### config.mk
export PLATFORM = sky130hd
export DESIGN_NAME = uart_tx_queue
export DESIGN_NICKNAME = d
export VERILOG_FILES = /design/src/rtl/uart_pkg.sv /design/src/rtl/uart_sync_fifo.sv /design/src/rtl/uart_tx_queue.sv
export SDC_FILE = /design/constraint.sdc
export NUM_CORES = 1
export LEC_CHECK = 0
export ABC_AREA = 0
export BUFFER_PORTS_ARGS = -buffer_cell sky130_fd_sc_hd__buf_4
export CORE_MARGIN = 8
export CORE_UTILIZATION = 30
export CTS_BUF_LIST = sky130_fd_sc_hd__clkbuf_8
export CTS_CLUSTER_DIAMETER = 120
export DETAILED_ROUTE_END_ITERATION = 12
export PLACE_DENSITY = 0.53
export SYNTH_ARGS = -nofsm -noshare
export SYNTH_HDL_FRONTEND = slang
export SYNTH_SLANG_ARGS = --single-unit
### constraint.sdc
create_clock -name clk -period 3.3 [get_ports clk]
set_clock_uncertainty 0.1 [all_clocks]
set_input_delay 0.33 -clock clk [delete_from_list [all_inputs] [get_ports clk]]
set_output_delay 0.33 -clock clk [all_outputs]
set_load 0.01 [all_outputs]
### src/rtl/uart_pkg.sv
// Shared types and constants for the UART transmit queue.
// Byte type, ASCII control codes and the pacing FSM state encoding.
package uart_pkg;

   typedef logic [7:0] byte_t;

   localparam byte_t ASCII_CR = 8'h0D;
   localparam byte_t ASCII_LF = 8'h0A;

   typedef enum logic [1:0] {IDLE, ISSUE, WAIT_BUSY, WAIT_IDLE} txq_state_t;

endpackage

### src/rtl/uart_sync_fifo.sv
// Single-clock FIFO with a head output read straight from the storage flops.
// Pointers wrap modulo 2**ADDR_W; level counts 0..2**ADDR_W.
module uart_sync_fifo
   import uart_pkg::*;
#(
   parameter int unsigned ADDR_W = 4,
   parameter type         T      = byte_t
) (
   input  logic              clk,
   input  logic              rst_n,
   input  logic              push,
   input  logic              pop,
   input  T                  din,
   output T                  dout,
   output logic              full,
   output logic              empty,
   output logic [ADDR_W:0]   level
);

   localparam int unsigned DEPTH = 2**ADDR_W;

   T                  mem [DEPTH];
   logic [ADDR_W-1:0] wr_ptr;
   logic [ADDR_W-1:0] rd_ptr;
   logic              do_push;
   logic              do_pop;

   assign do_push = push && !full;
   assign do_pop  = pop && !empty;

   assign full  = (level == (ADDR_W+1)'(DEPTH));
   assign empty = (level == '0);
   assign dout  = mem[rd_ptr];

   always_ff @(posedge clk) begin
      if (do_push) begin
         mem[wr_ptr] <= din;
      end
   end

   always_ff @(posedge clk) begin
      if (!rst_n) begin
         wr_ptr <= '0;
         rd_ptr <= '0;
         level  <= '0;
      end else begin
         if (do_push) begin
            wr_ptr <= wr_ptr + ADDR_W'(1);
         end
         if (do_pop) begin
            rd_ptr <= rd_ptr + ADDR_W'(1);
         end
         level <= level + (ADDR_W+1)'(do_push) - (ADDR_W+1)'(do_pop);
      end
   end

endmodule

### src/rtl/uart_tx_queue.sv
// Byte queue that paces bytes into UartTop's transmit side using its BUSY flag.
// Define UART_TXQ_CRLF_EN to expand each LF into a CR, LF pair on the wire.
module uart_tx_queue
   import uart_pkg::*;
#(
   parameter int unsigned ADDR_W  = 4,
   parameter int unsigned BUSY_TO = 64
) (
   input  logic              clk,
   input  logic              rst_n,
   input  logic [7:0]        in_data,
   input  logic              in_valid,
   input  logic              in_ovf_clear,
   input  logic              in_BUSY,
   output logic [7:0]        out_w_data,
   output logic              out_valid,
   output logic              out_full,
   output logic              out_empty,
   output logic [ADDR_W:0]   out_level,
   output logic              out_ovf
);

   localparam int unsigned CNT_W = $clog2(BUSY_TO + 1);

   txq_state_t       state;
   logic [CNT_W-1:0] to_cnt;
   byte_t            head;
   logic             fifo_push;
   logic             fifo_pop;
`ifdef UART_TXQ_CRLF_EN
   logic             cr_sent;
`endif

   assign fifo_push = in_valid && !out_full;

   uart_sync_fifo #(
      .ADDR_W (ADDR_W),
      .T      (byte_t)
   ) u_fifo (
      .clk   (clk),
      .rst_n (rst_n),
      .push  (fifo_push),
      .pop   (fifo_pop),
      .din   (in_data),
      .dout  (head),
      .full  (out_full),
      .empty (out_empty),
      .level (out_level)
   );

   // The LF stays at the head while its CR goes out, so it is popped on the second ISSUE.
   always_comb begin
      fifo_pop = 1'b0;
      if (state == ISSUE) begin
`ifdef UART_TXQ_CRLF_EN
         fifo_pop = !(head == ASCII_LF && !cr_sent);
`else
         fifo_pop = 1'b1;
`endif
      end
   end

   always_ff @(posedge clk) begin
      if (!rst_n) begin
         out_ovf <= 1'b0;
      end else if (in_valid && out_full) begin
         out_ovf <= 1'b1;
      end else if (in_ovf_clear) begin
         out_ovf <= 1'b0;
      end
   end

   always_ff @(posedge clk) begin
      if (!rst_n) begin
         state      <= IDLE;
         out_valid  <= 1'b0;
         out_w_data <= '0;
         to_cnt     <= '0;
`ifdef UART_TXQ_CRLF_EN
         cr_sent    <= 1'b0;
`endif
      end else begin
         out_valid <= 1'b0;
         case (state)
            IDLE: begin
               if (!out_empty && !in_BUSY) begin
                  state <= ISSUE;
               end
            end
            ISSUE: begin
               out_valid <= 1'b1;
               to_cnt    <= '0;
               state     <= WAIT_BUSY;
`ifdef UART_TXQ_CRLF_EN
               if (head == ASCII_LF && !cr_sent) begin
                  out_w_data <= ASCII_CR;
                  cr_sent    <= 1'b1;
               end else begin
                  out_w_data <= head;
                  cr_sent    <= 1'b0;
               end
`else
               out_w_data <= head;
`endif
            end
            // A UART that never acknowledges is assumed to have taken the byte.
            WAIT_BUSY: begin
               if (in_BUSY) begin
                  state <= WAIT_IDLE;
               end else if (to_cnt == CNT_W'(BUSY_TO - 1)) begin
                  state <= IDLE;
               end else begin
                  to_cnt <= to_cnt + CNT_W'(1);
               end
            end
            WAIT_IDLE: begin
               if (!in_BUSY) begin
                  state <= IDLE;
               end
            end
            default: state <= IDLE;
         endcase
      end
   end

endmodule

# After elaboration in Yosys (flattened, before gate mapping)
# Memory sizes are Yosys's and may differ from the RTL's. A register that Yosys moved wholly into a read port is not among the register bits.
# Index checks and enable logic that the tools add are counted.
# classes
add_sub_neg	5
eq_ne	10
n_mux	13
reduce_logical	15
# ops
operator	count
$mux 7	2
$pmux 7 s2	1
$add 4x1->4 const B	2
$mux 2	4
$ne 2x2->1 const B	4
$pmux 2 s4	1
$add 7x1->7 const B	1
$eq 7x6->1 const B	1
$reduce_and 3->1	2
$add 5x1->5	1
$eq 5x5->1 const B	1
$logic_and 1x1->1	5
$logic_not 5->1	1
$mux 1	5
$sub 5x1->5	1
$eq 2x2->1 const B	2
$logic_not 1->1	4
$reduce_bool 2->1	2
$ne 3x3->1 const B	1
$eq 2x1->1 const B	1
$logic_not 2->1	1
# word_totals
reg_bits	24
mem_bits_rw	128
output_inout_bits	17
elab_cells	51
memories	1
# mem_list
memory	words	word_bits	read_ports	rd_clocked_by_memory_dff	wr	line_no	text
u_fifo.mem	16	8	1	1	1	uart_sync_fifo.sv:22	T mem [DEPTH];

# Logic depth before layout (Yosys ltp)
# depth
depth_word	6
ltp_mapped	13

# Hierarchy
# From an unflattened synthesis, not the netlist that was laid out.
# unflattened
cells_unflattened	402
area_unflattened_um2	6660.1
# modules_own_cells
mod	n_inst	cells_per_inst	area_per_inst_um2
uart_sync_fifo	1	306	5831.8
uart_tx_queue	1	96	828.3

# Worst setup path before layout
# No wires, ideal clock.
# synth_timing
path_kind	flip-flop to flip-flop
from	register u_fifo.level[3]
to	register u_fifo.level[4]
setup_time_ns	0.130
arrival_time_ns	2.609
required_time_ns	3.070
path_slack_ns	0.461
stages_incl_launch_ff	14
synth_period_minus_slack_ns	2.839
path_cell_list	dfxtp_1 > inv_1 > ha_1 > nor4b_2 > nor2_1 > ha_1 > inv_1 > ha_1 > inv_1 > fa_1 > nand2b_1 > a21oi_1 > o21ai_0 > nor3b_1
# synth_via
elab_cells_between_ends	9
classes_between	add/sub (2); eq/ne (1); reduce/logical (6)
# synth_rtl
item	line_no	text
start: declaration	uart_sync_fifo.sv:17	output logic [ADDR_W:0] level
start signal: assignment	uart_sync_fifo.sv:53	level <= level + (ADDR_W+1)'(do_push) - (ADDR_W+1)'(do_pop);
$logic_not 5->1	uart_sync_fifo.sv:32	assign empty = (level == '0);
net out_empty	uart_tx_queue.sv:18	output logic out_empty,
$logic_not 1->1	uart_sync_fifo.sv:29	assign do_pop = pop && !empty;
$logic_and 1x1->1	uart_sync_fifo.sv:29	
net u_fifo.do_pop	uart_sync_fifo.sv:26	logic do_pop;
$sub 5x1->5	uart_sync_fifo.sv:53	
# The timed path passes the listed nets, and every way through them passes these cells.
# A chain may end at the register's enable or synchronous reset.

# Worst setup path in the final report
# layout_timing
from	register u_fifo.level[2]
to	register u_fifo.level[4]
# layout_via
elab_cells_between_ends	9
classes_between	add/sub (2); eq/ne (1); reduce/logical (6)
# layout_rtl
item	line_no
$logic_not 5->1	uart_sync_fifo.sv:32
$logic_not 1->1	uart_sync_fifo.sv:29
$logic_and 1x1->1	uart_sync_fifo.sv:29
net u_fifo.do_pop	uart_sync_fifo.sv:26
$sub 5x1->5	uart_sync_fifo.sv:53
# The timed path passes the listed nets, and every way through them passes these cells.

==> impl_metrics.toml <==
[run_status]
outcome = "complete, no violations"

[power_and_ir_drop]
power_density_nw_per_um2 = 609
combPwrFrac = 0.172
pwr-share-seq = 0.521
p_leak_nw = 2.43
sw_frac_of_total = 0.272
ir_drop_mv = 0.233
switching_power_w = 0.00124
clockPowerShare = 0.307
p_int_w = 0.00333

[clock_tree]
cts_root_buffer = "clkbuf_8"
cts_hold_buf = 0
post-cts-setup-buffers = 0
clk_path_buf_depth = 2
cts_tree = "built"
cts_made_buffers = 17
htreeDepth = 4
clkSinkCount = 160
worstSkewPairLatency_ns = 0.45
path_clk_slew_ns = 0.07
cts_resized = 0

[setup_path]
cp_top_family = "adder cells"
worstPathArrival_ns = 2.96
cp_num_buf_inv = 3
end_kind = "flip-flop"
slowest_stage = "fa_1"
critPathRequiredTime_ns = 3.53
crit_chain = "inv_1 -> ha_1 -> nor4b_2 -> nor2_1 -> ha_1 -> inv_1 -> ha_1 -> inv_1 -> fa_1 -> nand2b_1 -> a21oi_1 -> o21ai_0 -> nor3b_1"
worstSetupPathType = "reg -> reg"
critPathLaunchType = "flip-flop"
cp_max_fo = 3
slowest_delay_ns = 0.38

[sta]
fin_setup_tns_ns = 0
fin_crit_ns = 2.73
slew_violations = 0
timing.fmax_mhz = 366
slew_headroom = 0.420
setup_ws_ns = 0.567
grt_setup_unrepaired = "false"
hold_viol_final = 0
worst_pin_slew_ns = 0.869
period_share = 0.828
setup_viol_count_final = 0

[layout]
antenna_cells = 0
syn_to_final_growth_pct = 15.9
fin_util = 0.356
drive_above_1_share = 0.169
n_fill_cell = 2004
nNetsFinal = 515

[routing]
routed_wl_um = 13500
wl_per_cell_um = 17.4
initialDrtViolationCount = 288
drtPass1Iterations = 5
antenna_left = 0
route.detailed.drc = 0
via_count = 3723
avgViaCountPerCell = 4.79

[floorplanning]
die_h_um = 163
die_x_um = 163
core-area_um2 = 21100
pin_count = 30
die-area_um2 = 26600
start_util = 0.307
num_rows = 53

[yosys]
yosys_warnings = 0
syn_area_um2 = 6480
synthArstFlopShare = 0
syn_inst = 441
synth.net_count = 467
synth_cell_type_count = 40
synth-seq-area-share = 0.692
synth_ff_type = "edfxtp_1"
synth_edf_count = 128
syn_avg_cell_area_um2 = 14.7
yosys.area.top_type = "edfxtp_1"
synth.top_cell.area_share = 0.593
ys_top_cells_by_area = "edfxtp_1 (59%), dfxtp_1 (9.9%), mux2i_1 (9.1%), a22oi_1 (3.2%), ha_1 (2.3%)"
synth_seq_cells = 160

[min_path]
hp-class = "in -> reg"

[grt]
antenna_found_initial = 0
overflow = 0
grt_usage = 0.107
top_usage_layer = "met2"
gr-usage-met1 = 0.132
grtUsageMet3 = 0.0243
grt_pass1_wl_um = 21600
grt_pass1_vias = 3780
use_met2 = 0.178
grt_max_degree = 35

[placement]
io_buffers = 29
dp_slack_ns = 0.548
gp_congestion = 0.732
dp_hpwl_um = 8940

[flow_run]
max_cap_violations = 0
==> power groups by stage <==
stage / logic, W / registers (W) / clock network [W]
finish: 0.000787 / 0.00239 / 0.00140
CTS: 0.000804 / 0.00239 / 0.00144
floorplan: 0.000467 / 0.00242 / 0
global placement: 0.000787 / 0.00243 / 0
detailed placement: 0.000797 / 0.00243 / 0
global route: 0.000889 / 0.00240 / 0.00153
==> final cells by class <==
class,instances,area [um^2],area share
flip-flops and latches,160,4490,0.597
well taps,275,344,0.0458
repair buffers,50,388,0.0516
clock inverters,14,143,0.0190
clock buffers,18,248,0.0330
multi-input cells,245,1850,0.246
inverters,15,56.3,0.00750
==> cells by family after synthesis <==
family / Yosys count / share of synthesized area
flops: 160 / 0.692
fa+ha+maj: 13 / 0.0263
simple gates: 97 / 0.0747
buf+inv: 36 / 0.0234
compound gates: 64 / 0.0701
xor+xnor: 9 / 0.0122
mux: 62 / 0.102
==> sequential cells by signal (all words and copies together) (netlist names) <==
| register | count |
|---|---|
| out_w_data | 8 |
| out_ovf | 1 |
| to_cnt | 7 |
| out_valid | 1 |
| state | 2 |
| u_fifo.rd_ptr | 4 |
| u_fifo.wr_ptr | 4 |
| u_fifo.level | 5 |
| u_fifo.mem | 128 |
==> metal layers <==
| metal | vias up | wire length, um |
|---|---|---|
| li1 | 1769 | - |
| met1 | 1857 | 6100 |
| met2 | 84 | 6700 |
| met3 | 13 | 560 |
| met4 | 0 | 173 |
| met5 | - | 0 |
==> cell usage in the layout, fill, tap and decap left out, drive strengths merged, types with 2 or more instances in the layout <==
master / n
a21oi: 9
nand2: 20
buf: 50
ha: 12
nor3: 8
nor2b: 3
o21a: 2
dfxtp: 32
and3: 3
a31oi: 5
nor3b: 3
o21ai: 8
nand3: 14
mux2i: 59
xor2: 3
edfxtp: 128
inv: 20
clkinvlp: 2
xnor2: 6
bufinv: 2
and2: 4
mux4: 3
a22oi: 28
a32oi: 7
clkbuf: 18
clkinv: 5
nand2b: 6
nor2: 29
==> synth_stat cells, types with 5 or more instances <==
cell type and n:
a32oi_1 7, inv_1 15, nand3_1 14, edfxtp_1 128, clkbuf_1 6, o21ai_0 8
ha_1 12, nor3_1 8, a22oi_1 28, nor2_1 29, xnor2_1 6, dfxtp_1 32
nand2_1 20, mux2i_1 59, nand2b_1 6, a21oi_1 9, buf_2 13, a31oi_1 5
==> final timing paths <==
kind	startpoint	end	slack, ns	cells after the start
max reg2reg	u_fifo.level[2]$_SDFF_PN0_	u_fifo.level[4]$_SDFF_PN0_	0.57	13
max	u_fifo.level[2]$_SDFF_PN0_	u_fifo.level[4]$_SDFF_PN0_	0.57	13
min	in_valid	out_ovf$_SDFFE_PN0P_	0.06	3
min reg2reg	to_cnt[6]$_SDFFE_PN0P_	to_cnt[6]$_SDFFE_PN0P_	0.35	2
==> through the flow <==
step | total power, W | std cells | cell area [um^2] | hold slack (ns)
final | 0.00458 | 777 | 7510 | 0.0603
after CTS | 0.00463 | 777 | 7510 | 0.0229
after floorplan | 0.00289 | 441 | 6480 | 0.308
after detailed placement | 0.00323 | 745 | 7120 | 0.328
after global routing | 0.00482 | 777 | 7510 | 0.0376
after global placement | 0.00321 | 745 | 7120 | 0.332
==> tightest hold or removal path, delay by kind of cell <==
family | cells | cell delay [ns]
AND/OR/NAND/NOR | 1 | 0.07
buffers and inverters | 1 | 0.10
AO/OA/AOI/OAI | 1 | 0.06
Power figures use the tool's default switching activity.
